File: config.mk
export PLATFORM = sky130hd
export DESIGN_NAME = mole_spawn_timer
export DESIGN_NICKNAME = d
export VERILOG_FILES = /design/src/rtl/whac_pkg.sv /design/src/rtl/lfsr16.sv /design/src/rtl/mole_spawn_timer.sv
export SDC_FILE = /design/constraint.sdc
export NUM_CORES = 1
export LEC_CHECK = 0
export ABC_AREA = 1
export CORE_MARGIN = 3
export CORE_UTILIZATION = 57
export CTS_BUF_LIST = sky130_fd_sc_hd__clkbuf_16
export DETAILED_ROUTE_END_ITERATION = 12
export PLACE_DENSITY = 0.8
export SYNTH_ARGS = -nofsm -noshare
export SYNTH_HDL_FRONTEND = slang
export SYNTH_SLANG_ARGS = --single-unit
File: constraint.sdc
create_clock -name clk -period 3.3 [get_ports clk]
set_input_delay 0.66 -clock clk [delete_from_list [all_inputs] [get_ports clk]]
set_output_delay 0.66 -clock clk [all_outputs]
set_load 0.02 [all_outputs]
File: src/rtl/whac_pkg.sv
// Shared types and constants for the whack-a-mole spawn/timeout logic.
package whac_pkg;

    typedef enum logic [1:0] {
        IDLE    = 2'd0,
        ARMED   = 2'd1,
        EXPIRED = 2'd2
    } spawn_state_t;

    typedef logic [1:0] level_t;

    localparam int          NUM_MOLES_DEF     = 18;
    localparam logic [15:0] LFSR_MASK         = 16'hB400;
    localparam logic [15:0] LFSR_DEFAULT_SEED = 16'hACE1;

endpackage

File: src/rtl/lfsr16.sv
// Free-running 16-bit Galois LFSR (right-shifting form) with a seed that can never be 0.
module lfsr16
    import whac_pkg::*;
#(
    parameter logic [15:0] SEED = LFSR_DEFAULT_SEED,
    parameter logic [15:0] MASK = LFSR_MASK
) (
    input  logic        clk,
    input  logic        rst,
    input  logic        en,
    output logic [15:0] value
);

    // An all-zero seed would lock the register at 0 forever.
    localparam logic [15:0] SEED_EFF = (SEED == 16'h0000) ? LFSR_DEFAULT_SEED : SEED;

    logic [15:0] value_n;

    always_comb begin
        value_n = value;
        if (en) begin
            value_n = {1'b0, value[15:1]} ^ (value[0] ? MASK : 16'h0000);
        end
    end

    always_ff @(posedge clk or posedge rst) begin
        if (rst) begin
            value <= SEED_EFF;
        end else begin
            value <= value_n;
        end
    end

endmodule

File: src/rtl/mole_spawn_timer.sv
// Picks a non-repeating pseudo-random mole LED and times the level-dependent hit window.
module mole_spawn_timer
    import whac_pkg::*;
#(
    parameter int          CLK_HZ       = 50_000_000,
    parameter int          TICK_HZ      = 1000,
    parameter int          NUM_MOLES    = NUM_MOLES_DEF,
    parameter int          LEVEL1_TICKS = 1500,
    parameter int          LEVEL2_TICKS = 1000,
    parameter int          LEVEL3_TICKS = 600,
    parameter logic [15:0] LFSR_SEED    = 16'hACE1
) (
    input  logic                 clk,
    input  logic                 rst,
    input  logic                 ready_for_mole,
    input  logic                 timeout_start,
    input  level_t               level_number,
    output logic [NUM_MOLES-1:0] led_number,
    output logic                 timeout,
    output logic [15:0]          window_ticks_left,
    output spawn_state_t         state
);

    localparam int                 DIV     = CLK_HZ / TICK_HZ;
    localparam int                 PRE_W   = (DIV > 1) ? $clog2(DIV) : 1;
    localparam logic [PRE_W-1:0]   PRE_MAX = PRE_W'(DIV - 1);
    localparam logic [5:0]         IDX_N   = 6'(NUM_MOLES);
    localparam logic [NUM_MOLES-1:0] ONE   = NUM_MOLES'(1);

    logic [15:0]          lfsr_value;
    logic                 unused_lfsr_bits;
    logic [PRE_W-1:0]     prescaler, prescaler_n;
    logic [5:0]           prev_idx, prev_idx_n;
    level_t               level_q, level_n;
    spawn_state_t         state_n;
    logic [NUM_MOLES-1:0] led_n;
    logic                 timeout_n;
    logic [15:0]          ticks_n;
    logic [5:0]           raw_ext, fold_idx, sel_idx;
    logic [15:0]          window_len;

    lfsr16 #(
        .SEED (LFSR_SEED),
        .MASK (LFSR_MASK)
    ) u_lfsr (
        .clk   (clk),
        .rst   (rst),
        .en    (1'b1),
        .value (lfsr_value)
    );

    assign unused_lfsr_bits = ^lfsr_value[15:5];

    // Single subtract is enough because the 5-bit raw value is below 2*NUM_MOLES.
    always_comb begin
        raw_ext  = {1'b0, lfsr_value[4:0]};
        fold_idx = (raw_ext >= IDX_N) ? raw_ext - IDX_N : raw_ext;
        sel_idx  = fold_idx;
        if (fold_idx == prev_idx) begin
            sel_idx = (fold_idx + 6'd1 == IDX_N) ? 6'd0 : fold_idx + 6'd1;
        end
    end

    always_comb begin
        case (level_q)
            2'd2:    window_len = 16'(LEVEL2_TICKS);
            2'd3:    window_len = 16'(LEVEL3_TICKS);
            default: window_len = 16'(LEVEL1_TICKS);
        endcase
        if (window_len == 16'd0) begin
            window_len = 16'd1;
        end
    end

    always_comb begin
        state_n     = state;
        led_n       = led_number;
        timeout_n   = timeout;
        ticks_n     = window_ticks_left;
        prescaler_n = prescaler;
        prev_idx_n  = prev_idx;
        level_n     = (level_number != 2'd0) ? level_number : level_q;

        if (ready_for_mole) begin
            led_n       = ONE << sel_idx;
            prev_idx_n  = sel_idx;
            timeout_n   = 1'b1;
            ticks_n     = window_len;
            prescaler_n = '0;
            state_n     = ARMED;
        end else begin
            case (state)
                IDLE: begin
                end
                ARMED: begin
                    if (!timeout_start) begin
                        led_n     = '0;
                        timeout_n = 1'b0;
                        ticks_n   = 16'd0;
                        state_n   = IDLE;
                    end else if (prescaler == PRE_MAX) begin
                        prescaler_n = '0;
                        if (window_ticks_left > 16'd1) begin
                            ticks_n = window_ticks_left - 16'd1;
                        end else begin
                            ticks_n   = 16'd0;
                            led_n     = '0;
                            timeout_n = 1'b0;
                            state_n   = EXPIRED;
                        end
                    end else begin
                        prescaler_n = prescaler + PRE_W'(1);
                    end
                end
                EXPIRED: begin
                    if (!timeout_start) begin
                        state_n = IDLE;
                    end
                end
                default: begin
                    led_n     = '0;
                    timeout_n = 1'b0;
                    ticks_n   = 16'd0;
                    state_n   = IDLE;
                end
            endcase
        end
    end

    always_ff @(posedge clk or posedge rst) begin
        if (rst) begin
            state             <= IDLE;
            led_number        <= '0;
            timeout           <= 1'b0;
            window_ticks_left <= 16'd0;
            prescaler         <= '0;
            prev_idx          <= IDX_N;
            level_q           <= 2'd1;
        end else begin
            state             <= state_n;
            led_number        <= led_n;
            timeout           <= timeout_n;
            window_ticks_left <= ticks_n;
            prescaler         <= prescaler_n;
            prev_idx          <= prev_idx_n;
            level_q           <= level_n;
        end
    end

endmodule
==> impl_metrics.toml <==
[run_status]
status = "completed"

[hold_path]
holdPathEnd = "u_lfsr.value[8]"
hold-path-cell-count = 0
min_path_type = "reg2reg"
hp-start = "u_lfsr.value[9]"

[placement]
dp_hpwl_um = 6533
portBuffers = 42
placed_cells = 615
dpl-instance-area_mm2 = 0.004557
place_congestion = 0.9183
place_ws_ns = 0.5449

[timing]
worst_hold_slack_ns = 0.3471
tightest_slew_ns = 0.5202
finalHoldViolCount = 0
setup_ws_ns = 0.7613
grt_setup_unrepaired = "no"
drv_slew = 0
fin_skew_ns = 0.006571
fin_crit_sh_pct = 76.93
setup_violations = 0
fin_crit_ns = 2.539
fmax_mhz = 393.9
fin_tns_setup_ns = 0
slew_headroom_pct = 65.00

[synth]
seq_area_frac_synth_pct = 48.23
synth_nets = 496
synth_area_mm2 = 0.004024
synth-edff-count = 0
synth_warnings = 0
ys_types = 45
synthArstFlopShare_pct = 100.0
synth_seq_cells = 77
syn_inst = 484
syn_avg_cell_area_um2 = 8.314
synthFlopType = "dfrtp_1"

[setup_path]
critPathKind = "reg2reg"
worstPathMaxFanout = 14
critPathArrivalTime_ns = 2.76
worst_setup_path_start_kind = "flop"
required_ns = 3.52
rr_startpoint = "prescaler[0]"
end_kind = "flop"
r2r.worst_path.cells = 9
r2r_slack_ns = 0.76
crit_path_start = "prescaler[0]"
r2r_end = "window_ticks_left[14]"

[drt]
viasPerCell = 5.571
wl_um = 9195
drt-pass1-iter-count = 5
drt-initial-drc-count = 151
drc_errors = 0
ant_nets = 0
num_vias = 3515
wl_per_cell_um = 14.57

[clock_network]
path_clk_slew_ns = 0.06
cts_buffer_depth = 2
htreeDepth = 3
insertion_delay_ns = 0.33
clkSinkCount = 77
postCtsSetupBuffers = 0
tritoncts = "done"
cts-root-buf = "clkbuf_16"
hold_buffers = 0
cts_buffers = 9
cts_resized = 0

[pwr]
power.leakage_nw = 2.250
vdd_drop_max_uv = 416.6
p_total_mw = 2.568
power_density_mw_per_mm2 = 524.6

[final_layout]
drive_gt1_share_pct = 13.20
fin_nets = 545
num_antenna_cells = 0
final_area_mm2 = 0.004896
postLayoutCoreUtil_pct = 74.14
finalNonFillerCells = 631
area_growth_pct = 21.67
nFillCells = 520

[floorplanning]
die-area_mm2 = 0.008104
io_pins = 43
core_area_mm2 = 0.006604
die_h_um = 90.02
dieWidth_um = 90.02
start_util_pct = 60.93
rows = 29

[job]
cap_violations = 0

[global_route]
track_usage_pct = 24.52
antenna_found_initial = 0
grt_overflow = 0
grt_max_degree = 38
first_global_vias = 3509
grt_pass1_wl_um = 16250
==> cells by family (layout without fill, tap and decap cells) <==
group / after synthesis / after routing / synth area share (%)
AOI/OAI and AO/OA: 74 / 74 / 11.01
xor gates and xnor gates: 15 / 15 / 3.265
adders and majority gates: 6 / 6 / 1.866
buffers and inverters: 68 / 122 / 6.592
DFF: 77 / 77 / 48.23
and+or+nand+nor: 244 / 244 / 29.04
==> sequential cells by signal (all words and copies together) (netlist names) <==
signal	cells
level_q	2
timeout	1
window_ticks_left	16
u_lfsr.value	16
state	2
led_number	18
prescaler	16
prev_idx	6
==> critical path, stage by stage (launching register included) <==
cell and delay (ns):
dfrtp_1 0.41, ha_1 0.20, nand3_1 0.17, nand3b_1 0.24, nand2_1 0.32, nand2_1 0.39
nor3_1 0.37, nand3b_1 0.15, nor2_1 0.11, nor2_1 0.05
==> cell usage after synthesis, drive strengths merged (5+ instances only) <==
| library cell | number | area [um^2] |
|---|---|---|
| ha | 6 | 75.07 |
| nor3 | 6 | 30.03 |
| nand4 | 9 | 56.30 |
| inv | 58 | 220.2 |
| dfrtp | 66 | 1652 |
| a21oi | 16 | 83.83 |
| o21ai | 36 | 191.4 |
| nand3 | 48 | 272.8 |
| dfstp | 11 | 289.0 |
| xor2 | 11 | 96.34 |
| nand2 | 121 | 514.2 |
| clkbuf | 5 | 18.77 |
| nor2 | 52 | 242.7 |
==> worst max path at each step <==
stage	cells after the start	endpoint	slack [ns]
detailed placement	9	window_ticks_left[14]	0.54
global route	10	window_ticks_left[14]	0.49
global placement	9	window_ticks_left[14]	0.63
finish	9	window_ticks_left[14]	0.76
floorplan	1	led_number[0]	0.69
CTS	9	window_ticks_left[14]	0.83
==> where the power goes <==
| group | total, mW | switching [mW] | leakage (nW) | internal, mW |
|---|---|---|---|---|
| combinational | 0.416 | 0.261 | 1.09 | 0.155 |
| sequential | 1.04 | 0.0523 | 0.999 | 0.992 |
| clock | 1.11 | 0.374 | 0.161 | 0.734 |
| total | 2.57 | 0.687 | 2.25 | 1.88 |
==> area by class of cell <==
| class | count | area (um^2) | share of cell area [%] |
|---|---|---|---|
| clock buffer | 9 | 225.2 | 4.600 |
| clock inverter | 7 | 113.9 | 2.326 |
| inverter | 59 | 224.0 | 4.574 |
| multi-input combinational | 339 | 1818 | 37.13 |
| sequential | 77 | 1941 | 39.64 |
| tap | 93 | 116.4 | 2.377 |
| timing repair buffer | 47 | 457.9 | 9.353 |
==> per-layer routing <==
metal | routed length (um) | vias to the layer above | global-route usage, %
li1 | - | 1697 | -
met1 | 3863 | 1689 | 29.79
met2 | 4737 | 106 | 42.50
met3 | 389 | 23 | 5.426
met4 | 204 | 0 | 9.439
met5 | 0 | - | 0
==> cell usage in the layout (no fill, tap or decap), types with 2 or more instances in the layout <==
cell type and instances:
nand2_1 107, dfrtp_1 66, inv_1 53, nand3_1 43, clkdlybuf4s50_1 42, nor2_1 39
o21ai_0 25, a21oi_1 15, xor2_1 11, dfstp_2 11, nor2_2 10, o21ai_1 10
nand4_1 9, nand2_2 9, clkbuf_16 9, nor3_1 6, ha_1 6, nand2_4 5
buf_4 5, nor4_1 4, o22ai_1 4, inv_2 4, nand3_2 4, xnor2_1 4
clkinv_1 3, a31oi_1 3, nor2_4 3, bufinv_16 3, nand3b_1 2, o21bai_1 2
o22a_1 2, o21a_1 2, a22oi_1 2
No activity file was read; power rests on OpenSTA's default activity.
